### src/rtl/puf_pkg.sv
// Shared types and constants for the ring-oscillator PUF challenge sequencer.
// Holds the FSM state encoding, LFSR polynomial and synchroniser depth.
package puf_pkg;

    typedef enum logic [2:0] {
        ST_IDLE,
        ST_CHECK,
        ST_LOAD,
        ST_MEASURE,
        ST_SAMPLE,
        ST_DONE
    } puf_state_t;

    // x^8+x^6+x^5+x^4+1 as a Fibonacci tap mask over bits 7,5,4,3
    localparam logic [7:0] LFSR_TAPS     = 8'hB8;
    localparam logic [7:0] SEED_ZERO_SUB = 8'hA5;

    localparam int RESP_W_DEF    = 4;
    localparam int SYNC_STAGES   = 2;
    localparam int SAMPLE_CYCLES = SYNC_STAGES + 1;

    function automatic logic [7:0] lfsr_next(input logic [7:0] l);
        return {l[6:0], ^(l & LFSR_TAPS)};
    endfunction

endpackage

### src/rtl/puf_lfsr8.sv
// 8-bit Fibonacci LFSR for challenge generation; a zero seed is substituted
// so the register can never lock up in the all-zero state.
module puf_lfsr8
    import puf_pkg::*;
(
    input  logic       clk,
    input  logic       reset_n,
    input  logic       load,
    input  logic [7:0] seed,
    input  logic       step,
    output logic [7:0] state
);

    logic [7:0] lfsr_q;

    always_ff @(posedge clk or negedge reset_n) begin
        if (!reset_n) begin
            lfsr_q <= '0;
        end else if (load) begin
            lfsr_q <= (seed == 8'h00) ? SEED_ZERO_SUB : seed;
        end else if (step) begin
            lfsr_q <= lfsr_next(lfsr_q);
        end
    end

    assign state = lfsr_q;

endmodule

### src/rtl/puf_challenge_seq.sv
// Initiator for the RO-PUF: sequences challenges, times the reset/measure
// window and packs synchronised responses into a key. Optional macro
// PUF_MAJORITY_VOTE_EN measures each challenge three times and keeps the majority.
//
// state   | meaning
// IDLE    | PUF held in reset, waiting for start
// CHECK   | reject challenges that select the same RO twice
// LOAD    | new selects applied, PUF held in reset to settle
// MEASURE | ROs and counters running
// SAMPLE  | flush synchroniser, capture response on last cycle
// DONE    | one-cycle completion pulse
module puf_challenge_seq
    import puf_pkg::*;
#(
    parameter int NUM_CHALLENGES = 8,
    parameter int RESP_W         = RESP_W_DEF,
    parameter int SETTLE_CYCLES  = 4,
    parameter int MEASURE_CYCLES = 1024
) (
    input  logic                             clk,
    input  logic                             reset_n,
    input  logic                             start,
    input  logic [7:0]                       seed,
    output logic [3:0]                       sel0,
    output logic [3:0]                       sel1,
    output logic                             puf_reset,
    input  logic [RESP_W-1:0]                puf_response,
    output logic                             busy,
    output logic                             done,
    output logic                             key_valid,
    output logic [NUM_CHALLENGES*RESP_W-1:0] key_out
);

    localparam int KEY_W  = NUM_CHALLENGES * RESP_W;
    localparam int TMAX_A = (MEASURE_CYCLES > SETTLE_CYCLES) ? MEASURE_CYCLES : SETTLE_CYCLES;
    localparam int TMAX   = (TMAX_A > SAMPLE_CYCLES) ? TMAX_A : SAMPLE_CYCLES;
    localparam int TMR_W  = $clog2(TMAX + 1);
    localparam int IDX_W  = (NUM_CHALLENGES > 1) ? $clog2(NUM_CHALLENGES) : 1;

    puf_state_t        state_q, state_d;
    logic [7:0]        lfsr;
    logic              lfsr_load, lfsr_step;
    logic [TMR_W-1:0]  timer_q;
    logic              timer_zero;
    logic [IDX_W-1:0]  idx_q;
    logic              idx_last;
    logic              last_pass;
    logic [3:0]        sel0_q, sel1_q;
    logic              puf_reset_q, busy_q, done_q, key_valid_q;
    logic [KEY_W-1:0]  key_q;
    logic [RESP_W-1:0] sync_q [SYNC_STAGES];
    logic [RESP_W-1:0] synced;
    logic [RESP_W-1:0] sample_val;

    puf_lfsr8 u_lfsr (
        .clk     (clk),
        .reset_n (reset_n),
        .load    (lfsr_load),
        .seed    (seed),
        .step    (lfsr_step),
        .state   (lfsr)
    );

    assign timer_zero = (timer_q == '0);
    assign idx_last   = (idx_q == IDX_W'(NUM_CHALLENGES - 1));
    assign synced     = sync_q[SYNC_STAGES-1];

`ifdef PUF_MAJORITY_VOTE_EN
    logic [1:0]        pass_q;
    logic [RESP_W-1:0] vote_q [2];

    assign last_pass  = (pass_q == 2'd2);
    assign sample_val = (vote_q[0] & vote_q[1]) | (vote_q[0] & synced) | (vote_q[1] & synced);

    always_ff @(posedge clk or negedge reset_n) begin
        if (!reset_n) begin
            pass_q    <= '0;
            vote_q[0] <= '0;
            vote_q[1] <= '0;
        end else if (state_q == ST_IDLE && start) begin
            pass_q <= '0;
        end else if (state_q == ST_SAMPLE && timer_zero) begin
            if (last_pass) begin
                pass_q <= '0;
            end else begin
                vote_q[pass_q[0]] <= synced;
                pass_q            <= pass_q + 2'd1;
            end
        end
    end
`else
    assign last_pass  = 1'b1;
    assign sample_val = synced;
`endif

    always_ff @(posedge clk or negedge reset_n) begin
        if (!reset_n) state_q <= ST_IDLE;
        else          state_q <= state_d;
    end

    always_comb begin
        state_d   = state_q;
        lfsr_load = 1'b0;
        lfsr_step = 1'b0;
        case (state_q)
            ST_IDLE: begin
                if (start) begin
                    lfsr_load = 1'b1;
                    state_d   = ST_CHECK;
                end
            end
            ST_CHECK: begin
                if (lfsr[3:0] == lfsr[7:4]) lfsr_step = 1'b1;
                else                        state_d   = ST_LOAD;
            end
            ST_LOAD:    if (timer_zero) state_d = ST_MEASURE;
            ST_MEASURE: if (timer_zero) state_d = ST_SAMPLE;
            ST_SAMPLE: begin
                if (timer_zero) begin
                    if (!last_pass) begin
                        state_d = ST_LOAD;
                    end else if (idx_last) begin
                        state_d = ST_DONE;
                    end else begin
                        lfsr_step = 1'b1;
                        state_d   = ST_CHECK;
                    end
                end
            end
            ST_DONE: state_d = ST_IDLE;
            default: state_d = ST_IDLE;
        endcase
    end

    // Timer reloads on every state change, so each phase length is set here only
    always_ff @(posedge clk or negedge reset_n) begin
        if (!reset_n) begin
            timer_q <= '0;
        end else if (state_d != state_q) begin
            case (state_d)
                ST_LOAD:    timer_q <= TMR_W'(SETTLE_CYCLES - 1);
                ST_MEASURE: timer_q <= TMR_W'(MEASURE_CYCLES - 1);
                ST_SAMPLE:  timer_q <= TMR_W'(SAMPLE_CYCLES - 1);
                default:    timer_q <= '0;
            endcase
        end else if (!timer_zero) begin
            timer_q <= timer_q - 1'b1;
        end
    end

    always_ff @(posedge clk or negedge reset_n) begin
        if (!reset_n) begin
            for (int i = 0; i < SYNC_STAGES; i++) sync_q[i] <= '0;
        end else begin
            sync_q[0] <= puf_response;
            for (int i = 1; i < SYNC_STAGES; i++) sync_q[i] <= sync_q[i-1];
        end
    end

    // Control outputs are registered from the next state so the PUF sees clean edges
    always_ff @(posedge clk or negedge reset_n) begin
        if (!reset_n) begin
            puf_reset_q <= 1'b1;
            busy_q      <= 1'b0;
            done_q      <= 1'b0;
        end else begin
            puf_reset_q <= !(state_d == ST_MEASURE || state_d == ST_SAMPLE);
            busy_q      <= (state_d == ST_CHECK) || (state_d == ST_LOAD) ||
                           (state_d == ST_MEASURE) || (state_d == ST_SAMPLE);
            done_q      <= (state_d == ST_DONE);
        end
    end

    always_ff @(posedge clk or negedge reset_n) begin
        if (!reset_n) begin
            idx_q       <= '0;
            key_q       <= '0;
            key_valid_q <= 1'b0;
            sel0_q      <= '0;
            sel1_q      <= '0;
        end else begin
            case (state_q)
                ST_IDLE: begin
                    if (start) begin
                        idx_q       <= '0;
                        key_q       <= '0;
                        key_valid_q <= 1'b0;
                    end
                end
                ST_CHECK: begin
                    if (state_d == ST_LOAD) begin
                        sel0_q <= lfsr[3:0];
                        sel1_q <= lfsr[7:4];
                    end
                end
                ST_SAMPLE: begin
                    if (timer_zero && last_pass) begin
                        for (int k = 0; k < NUM_CHALLENGES; k++) begin
                            if (idx_q == IDX_W'(k)) key_q[k*RESP_W +: RESP_W] <= sample_val;
                        end
                        if (!idx_last) idx_q <= idx_q + 1'b1;
                    end
                end
                ST_DONE: key_valid_q <= 1'b1;
                default: ;
            endcase
        end
    end

    assign sel0      = sel0_q;
    assign sel1      = sel1_q;
    assign puf_reset = puf_reset_q;
    assign busy      = busy_q;
    assign done      = done_q;
    assign key_valid = key_valid_q;
    assign key_out   = key_q;

endmodule

### config.mk
export PLATFORM = sky130hd
export DESIGN_NAME = puf_challenge_seq
export DESIGN_NICKNAME = d
export VERILOG_FILES = /design/src/rtl/puf_pkg.sv /design/src/rtl/puf_lfsr8.sv /design/src/rtl/puf_challenge_seq.sv
export SDC_FILE = /design/constraint.sdc
export NUM_CORES = 1
export LEC_CHECK = 0
export ABC_AREA = 1
export CAP_MARGIN = 20
export CORE_AREA = 2 2 88 90
export CTS_BUF_LIST = sky130_fd_sc_hd__clkbuf_8
export DETAILED_ROUTE_END_ITERATION = 16
export DIE_AREA = 0 0 90 92
export GPL_ROUTABILITY_DRIVEN = 1
export PLACE_DENSITY = 0.86
export SYNTH_ARGS = -nofsm -noshare
export SYNTH_HDL_FRONTEND = slang
export SYNTH_SLANG_ARGS = --single-unit
### constraint.sdc
create_clock -name clk -period 1.9 [get_ports clk]
set_clock_uncertainty 0.05 [all_clocks]
set_input_delay 0.57 -clock clk [delete_from_list [all_inputs] [get_ports clk]]
set_output_delay 0.57 -clock clk [all_outputs]
set_load 0.01 [all_outputs]
==> metrics.cfg, run 1 <==
[timing]
final_hold_viol_count=0
drv_slew=0
maxSlewHeadroom_pct=73.1
tightest_slew_ps=399
rsz0062_at_grt=yes
fin_crit_ps=1880
post-route-period-util_pct=98.9
hold_ws_ps=177
setup_ws_ps=20.7
setup_tns_ps=0
fmax_ghz=0.532
setup_viol=0

[yosys]
ys_ff_latch=77
synth_top_family_by_area=simple AND/OR/NAND/NOR gates
synth_fa_ha_area_share_pct=2.46
yosys_warnings=0
syn_inst=367
synth.top_cells.by_area=dfrtp_1 53%, nand2_1 8.8%, o21ai_1 7.0%
synth_edf_count=0
ys_types=39
ys_seq_area_share_pct=54.1
synth_top_cell_area_share_pct=53.4
ys.flop_type=dfrtp_1
muxShareOfSynthArea_pct=0
avgSynthCellArea_um2=9.71
synthesis.nets=389
synth_top_area_cell=dfrtp_1
synth_simple_gate_area_share_pct=21.5
synth_compound_area_share_pct=14.7
synth_area_um2=3560
synth_xor_area_share_pct=2.70
synthArstFlopShare_pct=100

[drt]
drc=0
ant_nets=0
vias=2954
drt_wl_total_um=8000
drt_iter0_drc=150
firstDrtPassIters=4
via_per_inst=5.19
routedWlPerCell_um=14.1

[die]
die-height_um=92
ios=59
core-area_um2=7450
die_area_um2=8280
start_util_pct=47.8
die_w_um=90
rows=32

[power]
p_leak_nw=2.64
vdd_drop_max_v=0.000455
power_frac_seq_pct=55.1
p_comb_share_pct=2.3
switching_share_pct=23.0
p_per_area_nw_per_um2=616
internal-power_w=0.00230
clkPwrFrac_pct=42.6
power.switching_w=0.000687

[layout]
syn2layout_area_growth_pct=36.3
fill_cells=557
drive_above_1_share_pct=22.3
antennaDiodeCount=0
mostFrequentLayoutCells=79 x nand2_1, 75 x dfrtp_1, 50 x o21ai_1
final_area_um2=4860
final_common_cell=nand2_1
nets=484

[clock_network]
clock_path_buffers=2
clock_latency_ps=350
clkTransAtPathRegs_ps=80
cts_hold_buf=0
root_buffer=clkbuf_8
cts_sinks=77
cts_made_buffers=9
htreeDepth=3
cts_tree=done

[place]
dp_hpwl_um=5240
postPlaceCellArea_um2=4390
numPortBuffers=58
place.gp.congestion=0.882
dp_slack_ps=-207

[critical_path]
path_max_fanout=8
worst_ep_arrival_time_ps=2060
crit_top_cell=nand2_4
cp-end-kind=register
critPathMaxStageDelay_ps=410
crit_chain=inv_2 > ha_4 > nand2_4 > nor2_8 > nand2_8 > nand2_4 > nand2_4 > nand2_4 > nor2_4 > nand2_2 > nand3_4 > nor2_4 > a21oi_1
crit_path_start_kind=register
cp.required_ps=2090
slowest_stage=dfrtp_1
path_buf_inv=1
crit_family=simple AND/OR/NAND/NOR gates
crit_type=register to register

[global_route]
grt_max_degree=78
grt_antenna_before_repair=0
grtUsageTotal_pct=18.6
gr-total-overflow=0
grt_pass1_vias=2777
grt_pass1_wl_um=12400

[worst_hold_path]
hp-class=input port to asynchronous set/reset pin

[flow_run]
drv_cap=0

[outcome]
status=finished clean

[per-stage QoR]
| step | power (W) | instances | util (%) |
|---|---|---|---|
| after floorplan | 0.00168 | 367 | - |
| after global placement | 0.00175 | 541 | 58.9 |
| after detailed placement | 0.00175 | 541 | 58.9 |
| after CTS | 0.00301 | 561 | 62.2 |
| after global routing | 0.00310 | 569 | 65.2 |
| final | 0.00299 | 569 | 65.2 |
[worst paths after layout]
| check | slack, ps | to | start | cells after the start |
|---|---|---|---|---|
| max | 20 | timer_q[5] | timer_q[1] | 13 |
| min | 180 | key_out[4] | reset_n | 2 |
| max reg2reg | 20 | timer_q[5] | timer_q[1] | 13 |
| min reg2reg | 300 | sample_val[0] | sync_q[4] | 0 |
| max in group asynchronous | 1270 | puf_reset | reset_n | 2 |
| min in group clk | 300 | sample_val[0] | sync_q[4] | 0 |
[synth_stat cells, drive strengths merged (3+ instances only)]
| library cell | instances |
|---|---|
| nand2 | 102 |
| dfrtp | 76 |
| o21ai | 64 |
| inv | 34 |
| nor2 | 21 |
| nand3 | 19 |
| a21oi | 8 |
| ha | 7 |
| xor2 | 7 |
| o211ai | 4 |
| xnor2 | 4 |
| buf | 3 |
| o221ai | 3 |
[sequential cells by signal, indices dropped and copies added (netlist names)]
register,flops
timer_q,11
u_lfsr.state,8
sel1,4
done,1
puf_reset,1
sample_val,4
key_out,32
busy,1
sync_q,4
sel0,4
key_valid,1
state_q,3
idx_q,3
[cell families (layout without fill, tap and decap cells)]
family / after synthesis / in the layout
AOI/OAI and AO/OA: 88 / 88
DFF: 77 / 77
and+or+nand+nor: 145 / 146
xor gates and xnor gates: 11 / 11
buffers and inverters: 39 / 138
adders and majority gates: 7 / 7
[power by group through the flow]
stage          sequential [W]  combinational [W]  clock [W]
5_1_grt               0.00165          0.0000787    0.00137
3_5_place_dp          0.00168          0.0000709          0
4_1_cts               0.00165          0.0000711    0.00129
2_1_floorplan         0.00168         0.00000293          0
3_3_place_gp          0.00168          0.0000697          0
6_report              0.00165          0.0000689    0.00127
[routing by layer]
metal / track usage [%] / part of all wire (%) / vias to the layer above
met5: 0 / 0 / -
met4: 7.69 / 1.3 / 0
met3: 4.19 / 4.1 / 9
met2: 31.4 / 52 / 80
met1: 23.3 / 43 / 1459
li1: - / - / 1406
[area by class of cell]
class	instances	area (um2)	area share (%)
Tap cell	102	128	2.63
Timing Repair Buffer	87	880	18.1
Inverter	35	141	2.91
Sequential cell	77	1930	39.7
Clock buffer	9	124	2.55
Multi-Input combinational cell	252	1570	32.4
Clock inverter	7	82.6	1.70
[timing repair]
item,in CTS,in global routing
buffers inserted,4,7
gates cloned,0,1
resized for setup,13,52
endpoints found under the setup margin,56,75
pin swaps,3,9
Power figures use the tool's default switching activity.
==> inputs of run 2 (changes only) <==
--- a/config.mk
+++ b/config.mk
@@ -7,12 +7,13 @@
 export LEC_CHECK = 0
 export ABC_AREA = 1
 export CAP_MARGIN = 20
-export CORE_AREA = 2 2 88 90
+export CORE_AREA = 2 2 89 91
 export CTS_BUF_LIST = sky130_fd_sc_hd__clkbuf_8
 export DETAILED_ROUTE_END_ITERATION = 16
-export DIE_AREA = 0 0 90 92
+export DIE_AREA = 0 0 91 93
 export GPL_ROUTABILITY_DRIVEN = 1
 export PLACE_DENSITY = 0.86
 export SYNTH_ARGS = -nofsm -noshare
 export SYNTH_HDL_FRONTEND = slang
+export SYNTH_HIERARCHICAL = 1
 export SYNTH_SLANG_ARGS = --single-unit
==> metrics.cfg, run 2 <==
[outcome]
status=finished with violations
violations=negative setup slack

[clock_network]
cts_tree=done
cts_sinks=77
htreeDepth=3
root_buffer=clkbuf_8
clock_latency_ps=360
cts_made_buffers=9
cts_hold_buf=0
clkTransAtPathRegs_ps=80
clock_path_buffers=2

[die]
start_util_pct=48.8
rows=32
die_w_um=91
die_area_um2=8460
core-area_um2=7530
die-height_um=93
ios=59

[place]
dp_slack_ps=-193
numPortBuffers=58
dp_hpwl_um=5870
place.gp.congestion=0.885

[critical_path]
cp.required_ps=2080
crit_path_start_kind=register
critPathMaxStageDelay_ps=400
r2r_start=timer_q[1]
r2r-end=timer_q[9]
crit_top_cell=nand2_4
path_buf_inv=2
cp-end-kind=register
crit_type=register to register
path_max_fanout=5
crit_chain=inv_2 > ha_4 > buf_6 > nand2_4 > nor2_8 > nand3_4 > nand2_4 > nand4_1 > nand2_4 > nand2_8 > nor2_4 > a21oi_2
crit_family=simple AND/OR/NAND/NOR gates
reg2reg_depth=12
worst_ep_arrival_time_ps=2180
slowest_stage=dfrtp_1
r2r_slack_ps=-100

[yosys]
synth_area_um2=3670
ys_types=36
synth_common_cells=111 x nand2_1, 76 x dfrtp_1, 53 x o21ai_0
avgSynthCellArea_um2=9.02
ys.flop_type=dfrtp_1
synth_fa_ha_area_share_pct=2.39
synth_compound_area_share_pct=12.0
muxShareOfSynthArea_pct=0
synth_top_family_by_area=simple AND/OR/NAND/NOR gates
synth.top_cells.by_area=dfrtp_1 52%, nand2_1 11%, o21ai_0 7.2%
synth_simple_gate_area_share_pct=25.0
synthArstFlopShare_pct=100
synth_top_cell_area_share_pct=51.8
synth_edf_count=0
ys_ff_latch=77
synth_xor_area_share_pct=1.91
synth_top_area_cell=dfrtp_1
syn_inst=407
yosysMostFrequentCell=nand2_1
ys_seq_area_share_pct=52.5
yosys_warnings=6
synthesis.nets=429

[timing]
rsz0062_at_grt=yes
tightest_slew_ps=399
setup_tns_ps=-793
drv_slew=0
fmax_ghz=0.500
fin_crit_ps=2000
maxSlewHeadroom_pct=73.4
setup_viol=12
final_hold_viol_count=0
setup_ws_ps=-101
post-route-period-util_pct=105

[global_route]
grtUsageTotal_pct=21.1
grt_pass1_vias=3023
grt_max_degree=31
grt_pass1_wl_um=14000
gr-total-overflow=0
grt_antenna_before_repair=0

[drt]
firstDrtPassIters=5
ant_nets=0
via_per_inst=5.36
drc=0
drt_iter0_drc=209
vias=3291
routedWlPerCell_um=16.2
drt_wl_total_um=9940

[flow_run]
drv_cap=0

[layout]
final_common_cell=nand2_1
mostFrequentLayoutCells=99 x nand2_1, 76 x dfrtp_1, 50 x o21ai_0
nets=530
syn2layout_area_growth_pct=38.5
antennaDiodeCount=0
fin_util_pct=67.6
drive_above_1_share_pct=25.2
largest_reg_flops=32

[power]
p_per_area_nw_per_um2=558
p_leak_nw=2.89
vdd_drop_max_v=0.000412
power.total_w=0.00283

[worst_hold_path]
hp-class=input port to asynchronous set/reset pin

-- run 2: power breakdown --
part	switching (W)	internal [W]
combinational	0.0000417	0.0000349
sequential	0.00000235	0.00165
clock	0.000603	0.000507
total	0.000648	0.00219
-- run 2: cell families (layout without fill, tap and decap cells) --
group | Yosys count | after routing
AOI/OAI and AO/OA | 82 | 82
adders and majority gates | 7 | 7
DFF | 77 | 77
xor gates and xnor gates | 8 | 8
buffers and inverters | 52 | 156
and+or+nand+nor | 181 | 182
-- run 2: what timing repair did --
action,CTS,global route
buffers inserted,8,1
pin swaps,15,11
gates resized for setup,28,65
gates cloned,1,0
endpoints found under the setup margin,54,83
-- run 2: worst max-delay path by stage --
stage                     slack [ps]  startpoint         endpoint  depth (start not counted)
after global routing            -200  timer_q[6]       timer_q[1]                         13
after global placement          -110       start       timer_q[6]                          9
after CTS                        -30  timer_q[1]       timer_q[1]                         13
after floorplan                   20  timer_q[0]  u_lfsr/state[3]                          9
final                           -100  timer_q[1]       timer_q[9]                         12
after detailed placement        -190       start       timer_q[1]                          9
-- run 2: layer usage --
metal | up-vias | part of all wire, % | GRT usage, %
li1 | 1517 | - | -
met5 | - | 0 | 0
met1 | 1607 | 39 | 25.0
met4 | 0 | 3.8 | 9.60
met3 | 32 | 5.8 | 3.95
met2 | 135 | 52 | 37.6
-- run 2: final cells by class --
| cell class | count | area, um2 |
|---|---|---|
| Multi-Input combinational cell | 279 | 1710 |
| Clock buffer | 10 | 138 |
| Sequential cell | 77 | 1930 |
| Timing Repair Buffer | 94 | 963 |
| Tap cell | 102 | 128 |
| Fill cell | 537 | 2440 |
| Inverter | 47 | 181 |
| Clock inverter | 5 | 36.3 |
-- run 2: through the flow --
step	hold WS [ps]	cell area, um2	cells
3_3_place_gp	283	4560	589
2_1_floorplan	224	3680	407
3_5_place_dp	287	4560	589
4_1_cts	88.5	4870	613
6_report	78.5	5080	614
5_1_grt	104	5080	614
